File: config.mk
export PLATFORM = sky130hd
export DESIGN_NAME = xc_malu_seq
export DESIGN_NICKNAME = d
export VERILOG_FILES = /design/src/rtl/xc_malu_pkg.sv /design/src/rtl/xc_malu_seq.sv
export SDC_FILE = /design/constraint.sdc
export NUM_CORES = 1
export LEC_CHECK = 0
export CORE_AREA = 3 3 238 240
export CTS_BUF_LIST = sky130_fd_sc_hd__clkbuf_8
export DETAILED_ROUTE_END_ITERATION = 12
export DIE_AREA = 0 0 241 243
export PLACE_DENSITY_LB_ADDON = 0.08
export SETUP_SLACK_MARGIN = 0.3
export SLEW_MARGIN = 20
export SYNTH_ARGS = -nofsm -noshare
export SYNTH_HDL_FRONTEND = slang
export SYNTH_SLANG_ARGS = --single-unit
File: constraint.sdc
create_clock -name clock -period 31.5 [get_ports clock]
set_input_delay 6.3 -clock clock [delete_from_list [all_inputs] [get_ports clock]]
set_output_delay 6.3 -clock clock [all_outputs]
set_load 0.01 [all_outputs]
File: src/rtl/xc_malu_pkg.sv
// Shared constants for the MALU sequencer:
// op/pw one-hot indices, FSM encodings and the step counter width.
package xc_malu_pkg;

   localparam int OP_W   = 10;
   localparam int PW_W   = 5;

   localparam int OP_DIV    = 0;
   localparam int OP_DIVU   = 1;
   localparam int OP_REM    = 2;
   localparam int OP_REMU   = 3;
   localparam int OP_MUL    = 4;
   localparam int OP_MULU   = 5;
   localparam int OP_MULSU  = 6;
   localparam int OP_CLMUL  = 7;
   localparam int OP_PMUL   = 8;
   localparam int OP_PCLMUL = 9;

   localparam int PW_32 = 0;
   localparam int PW_16 = 1;
   localparam int PW_8  = 2;
   localparam int PW_4  = 3;
   localparam int PW_2  = 4;

   // Multiply-family ops seed arg_0 from rs2; div/rem seed it from rs1.
   localparam logic [OP_W-1:0] MUL_CLASS_MASK = 10'b11_1111_0000;

   localparam logic [1:0] S_IDLE = 2'd0;
   localparam logic [1:0] S_RUN  = 2'd1;
   localparam logic [1:0] S_DONE = 2'd2;

   localparam int MALU_CNT_W = 6;

endpackage

File: src/rtl/xc_malu_seq.sv
// MALU sequencer: accepts an op, steps the datapath registers once per
// cycle until dp_ready (or the MAX_CYCLES budget runs out), then holds
// the 64-bit result until result_ack.
// Ports: clock/reset, valid/in_ready/flush issue side; op_q/pw_q/rs*_q,
// dp_valid, count/acc/arg_* and n_*/dp_ready/dp_result datapath side;
// result/result_valid/timeout/result_ack consumer side.
module xc_malu_seq
   import xc_malu_pkg::*;
#(
   parameter int MAX_CYCLES = 40
) (
   input  logic                  clock,
   input  logic                  reset,
   input  logic                  valid,
   output logic                  in_ready,
   input  logic                  flush,
   input  logic [OP_W-1:0]       op,
   input  logic [PW_W-1:0]       pw,
   input  logic [31:0]           rs1,
   input  logic [31:0]           rs2,
   input  logic [31:0]           rs3,
   output logic [OP_W-1:0]       op_q,
   output logic [PW_W-1:0]       pw_q,
   output logic [31:0]           rs1_q,
   output logic [31:0]           rs2_q,
   output logic [31:0]           rs3_q,
   output logic                  dp_valid,
   output logic [MALU_CNT_W-1:0] count,
   output logic [63:0]           acc,
   output logic [31:0]           arg_0,
   output logic [31:0]           arg_1,
   input  logic [63:0]           n_acc,
   input  logic [31:0]           n_arg_0,
   input  logic [31:0]           n_arg_1,
   input  logic                  dp_ready,
   input  logic [63:0]           dp_result,
   output logic [63:0]           result,
   output logic                  result_valid,
   input  logic                  result_ack,
   output logic                  timeout
);

   localparam logic [MALU_CNT_W-1:0] CNT_LAST =
      MALU_CNT_W'(MAX_CYCLES - 1);

   logic [1:0] state;
   logic       accept;
   logic       mul_class;

   assign in_ready  = (state == S_IDLE);
   // Malformed (zero or multi-hot) ops are silently refused.
   assign accept    = valid && in_ready && !flush && $onehot(op);
   assign dp_valid  = (state == S_RUN) && !flush;
   assign mul_class = |(op & MUL_CLASS_MASK);

   always_ff @(posedge clock or posedge reset) begin
      if (reset) begin
         state        <= S_IDLE;
         count        <= '0;
         acc          <= '0;
         arg_0        <= '0;
         arg_1        <= '0;
         op_q         <= '0;
         pw_q         <= '0;
         rs1_q        <= '0;
         rs2_q        <= '0;
         rs3_q        <= '0;
         result       <= '0;
         result_valid <= 1'b0;
         timeout      <= 1'b0;
      end else if (flush) begin
         // acc/args are left as-is; they are reseeded on the next accept.
         state        <= S_IDLE;
         count        <= '0;
         result_valid <= 1'b0;
         timeout      <= 1'b0;
      end else begin
         unique case (state)
            S_IDLE: begin
               if (accept) begin
                  op_q  <= op;
                  pw_q  <= pw;
                  rs1_q <= rs1;
                  rs2_q <= rs2;
                  rs3_q <= rs3;
                  count <= '0;
                  acc   <= '0;
                  arg_0 <= mul_class ? rs2 : rs1;
                  arg_1 <= '0;
                  state <= S_RUN;
               end
            end
            S_RUN: begin
               if (dp_ready) begin
                  // dp_ready is derived from the current registers,
                  // so they must not advance on the finishing cycle.
                  result       <= dp_result;
                  result_valid <= 1'b1;
                  state        <= S_DONE;
               end else if (count == CNT_LAST) begin
                  result       <= '0;
                  timeout      <= 1'b1;
                  result_valid <= 1'b1;
                  state        <= S_DONE;
               end else begin
                  acc   <= n_acc;
                  arg_0 <= n_arg_0;
                  arg_1 <= n_arg_1;
                  count <= count + 1'b1;
               end
            end
            S_DONE: begin
               if (result_ack) begin
                  result_valid <= 1'b0;
                  timeout      <= 1'b0;
                  state        <= S_IDLE;
               end
            end
            default: state <= S_IDLE;
         endcase
      end
   end

endmodule

After elaboration in Yosys (flattened, before gate mapping)
Index checks and enable logic that the tools add are counted.
{"block": "word_totals", "register_bits": 313}
{"block": "classes", "addsub": 10, "eq_ne": 13, "mux": 34, "bitwise": 1, "n_reduce_logical": 18}
{"op": "$mux W64", "count": 5}
{"op": "$mux W32", "count": 7}
{"op": "$pmux W32 S2", "count": 2}
{"op": "$pmux W64 S2", "count": 1}
{"op": "$mux W6", "count": 4}
{"op": "$pmux W6 S2", "count": 1}
{"op": "$reduce_and A3 Y1", "count": 4}
{"op": "$add A1 B1 Y2", "count": 5}
{"op": "$mux W2", "count": 5}
{"op": "$ne A3 B3 Y1 const B", "count": 3}
{"op": "$reduce_and A4 Y1", "count": 2}
{"op": "$add A2 B2 Y3", "count": 2}
{"op": "$add A6 B1 Y6 const B", "count": 1}
{"op": "$eq A6 B6 Y1 const B", "count": 1}
{"op": "$mux W1", "count": 6}
{"op": "$pmux W2 S3", "count": 1}
{"op": "$reduce_bool A3 Y1", "count": 2}
{"op": "$reduce_or A6 Y1", "count": 1}
{"op": "$reduce_and A5 Y1", "count": 1}
{"op": "$add A3 B3 Y4", "count": 1}
{"op": "$add A4 B2 Y4", "count": 1}
{"op": "$eq A4 B1 Y1 const B", "count": 1}
{"op": "$logic_and A1 B1 Y1", "count": 4}
{"op": "$ne A2 B2 Y1 const B", "count": 2}
{"op": "11 further kinds", "count": 13}

Logic depth before layout (Yosys ltp)
{"block": "logic_depth", "word_depth": 9, "depth_mapped": 14, "mapped_depth_nobuf": 12}

Worst setup path after synthesis
Ideal clock, no wire load.
{"block": "synth_timing", "kind": "input to output", "from": "input flush", "to": "output dp_valid", "arrival_ns": 6.680, "t_required_ns": 25.200, "path_slack_ns": 18.520, "cell_stages": 1, "path_buffers": 0, "path_cell_list": "nor3b_2"}
{"block": "synth_via", "elab_chain_cells": 2}
{"item": "start: declaration", "line_no": "xc_malu_seq.sv:16", "source": "input logic flush,"}
{"item": "$logic_not A1 Y1", "line_no": "xc_malu_seq.sv:53", "source": "assign dp_valid = (state == S_RUN) && !flush;"}
{"item": "$logic_and A1 B1 Y1", "line_no": "xc_malu_seq.sv:53"}
{"item": "end: declaration", "line_no": "xc_malu_seq.sv:27", "source": "output logic dp_valid,"}
Every way passes these cells.

Worst setup path after layout
Same ends and word-level chain as after synthesis.

==> qor.log <==
[clock_network] number of setup buffers added after CTS 0
[yosys] adder-cell share of the synthesized area 1.16%
[power] share of power burned in the clock network 21.8%
[timing] post-layout minimum cycle time 14450 ps
[clock_network] clock root buffer sky130_fd_sc_hd__clkbuf_8
[power] Final Power 1910 uW
[yosys] main flop type after synthesis sky130_fd_sc_hd__dfrtp_1
[critical_path] Worst Setup SP flush
[critical_path] endpoint class of the critical path primary output
[clock_network] Clk Latency, worst-skew pair 630 ps
[timing] Relative slew margins 28.1%
[timing] worst clock skew on the final layout 23.3 ps
[yosys] multiplexer share of the synthesized area 21.3%
[timing] number of hold violations in the final report 0
[yosys] combinational family with the most area after synthesis multiplexers
[critical_path] critical register-to-register path startpoint state[0]
[routing] vias per cell 4.39
[timing] Slew Limit Fails 0
[placement] cell count after placement 2361
[job] Max Cap Viol 0
[yosys] Synth Register Bits 313
[floorplan] die span in y 243 um
[placement] weighted congestion reported at the end of routability-driven placement 0.775
[timing] period utilization 45.9%
[routing] number of search-and-repair iterations in the first detailed-routing pass 6
[timing] maximum achievable frequency 69.2 MHz
[placement] IO Port Bufs 621
[finish] final cell count without fillers 2472
[routing] Routed Antenna Nets 0
[clock_network] clock edge transition at the registers on the reported setup and hold paths 60 ps
[clock_network] number of clock sinks 313
[timing] RSZ-0062 raised after global routing false
[global_routing] Global Route Usage Sum 17.4%
[timing] total negative slack for setup checks 0 ps
[floorplan] DIE WIDTH 241 um
[power] Sw Share 31.4%
[power] net switching power of the design 601 uW
[routing] Routed wire per std cell 21.3 um
[yosys] number of synthesis warnings 0
[hold_path] HP Class reg2reg
[yosys] Synth Net Count 1410
[critical_path] required time at the worst-slack endpoint 25200 ps
[finish] area of the multi-input gates 0.00504 mm2
[yosys] Post-Synth XOR/XNOR Area 0%
[yosys] count of flip-flops with a built-in enable after synthesis 0
[power] register share of total power 35.0%
[hold_path] Hold Path Depth 1
[floorplan] starting density of the core 24.8%
[finish] register cell area after layout 0.00783 mm2
[critical_path] arrival time of the worst setup path 8150 ps
[placement] Post-Place Cell Area 0.0205 mm2
[critical_path] start-to-end type of the worst setup path in2out
[status] result of the run finished clean
[hold_path] startpoint of the worst hold path result[12]
[timing] Worst Max-Slew Pin Slew 1080 ps
[power] internal power 1310 uW
[critical_path] length in cells of the worst reg-to-reg path 6
[floorplan] IO Pins 622
[yosys] sequential area share after synthesis 57.5%
[clock_network] CTS buffer count 61
[finish] area growth from synthesis to layout 60.0%
[global_routing] Congestion Overflow GR 0
[finish] Final Cell Area 0.0218 mm2
[power] leakage 0.00936 uW
[routing] via total after detailed routing 10800
[global_routing] pin count of the biggest net entering global routing 74
[routing] wire length reported by the detailed router 52600 um
[routing] detailed router's first-iteration violation count 405
[global_routing] first-pass GRT wire length 77000 um
[power] pwr/cell area 87.8 mW/mm2
[floorplan] Core Rows 86
[clock_network] total of cells resized after clock tree synthesis 0
[yosys] mean area per synthesized cell 12.5 um2
[critical_path] kind of start point of the critical path input pin
[finish] count of nets after finishing 2038
[global_routing] number of global-route vias before repair 11500
[yosys] proportion of register bits with asynchronous set or reset after synthesis 100%
[timing] final setup violation count 0
[routing] post-route DRC violation count 0
[clock_network] number of hold-repair buffers added at the cts stage 0
[yosys] Post-Syn Instances 1092
[critical_path] biggest fanout along the worst timing path 12
[clock_network] maximum clock insertion buffer count 3
[clock_network] CTS tree built
[power] IR Drop Worst-Case VDD 0.0367 mV
[yosys] synthesized cell area 0.0136 mm2
[power] share of total power in combinational logic 43.2%
[floorplan] area inside the core boundary 0.0549 mm2
[yosys] Compound-Gate Fraction of Synth Area 8.35%
[floorplan] die area 0.0586 mm2
[global_routing] initial antenna violation count 10
[clock_network] H-tree lvl count 2
[yosys] distinct cell type count of the synthesized netlist 41
[placement] half-perimeter wire length after placement 37500 um
[finish] total of fill cells in the finished design 5371
[yosys] share of synthesized cell area in and, or, nand and nor gates 5.81%
[finish] proportion of layout cells with a drive suffix above 1 14.7%
==> area by class of cell <==
cell class	count	area share [%]
Sequential cell	313	35.9
Timing Repair Buffer	638	29.2
Multi-Input combinational cell	595	23.1
Clock buffer	83	5.24
Tap cell	704	4.04
Inverter	111	1.95
Clock inverter	21	0.505
Antenna cell	7	0.0803
==> power by group through the flow <==
stage	clock network, uW	registers (uW)	logic, uW
finish	417	671	827
global route	456	694	881
CTS	438	671	845
detailed placement	0	673	840
global placement	0	670	841
floorplan	0	751	262
==> Yosys cell counts, drive strengths merged, types with 8 or more instances <==
| library cell | instances | share of area [%] |
|---|---|---|
| nor2 | 39 | 1.1 |
| a31oi | 34 | 1.6 |
| clkbuf | 29 | 0.80 |
| o21ai | 36 | 1.3 |
| buf | 44 | 2.0 |
| dfrtp | 313 | 57 |
| a22o | 64 | 4.1 |
| mux2 | 143 | 14 |
| nand3 | 22 | 0.81 |
| nand2b | 8 | 0.37 |
| inv | 111 | 3.1 |
| nand2 | 97 | 2.7 |
| mux2i | 96 | 7.0 |
| a21oi | 20 | 0.73 |
==> metrics by stage <==
stage               hold WS, ps  setup slack, ps  util, %
finish                      497            17050     39.7
detailed placement          480            17040     37.4
floorplan                   530            16540        -
CTS                         501            17030     39.7
global route                511            16900     39.7
global placement            484            17070     37.4
==> cells by family (layout without fill, tap and decap cells) <==
logic type,after synthesis,after routing
AO/OA/AOI/OAI,164,164
adder cells (fa/ha/maj),9,9
buffers and inverters,184,853
flip-flops,313,313
multiplexers,239,239
other,0,7
AND/OR/NAND/NOR,183,183
==> state kept, by name (all words and copies together) (netlist names) <==
name / cells
result_valid: 1
count: 6
state: 2
result: 64
timeout: 1
acc: 64
rs1_q: 32
rs3_q: 32
op_q: 10
arg_1: 32
pw_q: 5
arg_0: 32
rs2_q: 32
==> placed cells by master (no fill, tap or decap), types with 2 or more instances in the layout <==
master and instances:
sky130_fd_sc_hd__clkdlybuf4s50_1 621, sky130_fd_sc_hd__or2_2 2, sky130_fd_sc_hd__nand2_1 97, sky130_fd_sc_hd__mux2i_1 96
sky130_fd_sc_hd__dfrtp_1 313, sky130_fd_sc_hd__mux2_4 90, sky130_fd_sc_hd__diode_2 7, sky130_fd_sc_hd__a31oi_1 34
sky130_fd_sc_hd__buf_4 16, sky130_fd_sc_hd__o21ai_0 36, sky130_fd_sc_hd__ha_1 3, sky130_fd_sc_hd__a21oi_1 20
sky130_fd_sc_hd__nand2b_2 2, sky130_fd_sc_hd__a22o_1 64, sky130_fd_sc_hd__a221oi_1 2, sky130_fd_sc_hd__inv_1 128
sky130_fd_sc_hd__fa_1 6, sky130_fd_sc_hd__mux2_2 53, sky130_fd_sc_hd__nand3_1 22, sky130_fd_sc_hd__nand2b_1 6
sky130_fd_sc_hd__nor2b_1 4, sky130_fd_sc_hd__nor2_1 38, sky130_fd_sc_hd__clkbuf_8 83
==> routing by layer <==
metal / global-route usage (%) / wire (um) / vias to the layer above
met4: 5.52 / 1280 / 4
li1: - / - / 4999
met2: 30.4 / 26400 / 395
met1: 19.2 / 19800 / 5358
met5: 0 / 23 / -
met3: 7.11 / 5060 / 84
==> critical path: stages <==
cell and delay [ps]:
sky130_fd_sc_hd__clkdlybuf4s50_1 610, sky130_fd_sc_hd__nor3b_2 550, sky130_fd_sc_hd__clkdlybuf4s50_1 690
==> worst paths after layout <==
check	to	slack [ps]
hold reg to reg	result[12]	500
min in group asynchronous	result[9]	6130
hold / removal	result[12]	500
setup / recovery	dp_valid	17050
setup reg to reg	rs1_q[13]	28230
max in group asynchronous	acc[29]	23260
Note: power is estimated with default switching activity, not from simulation.
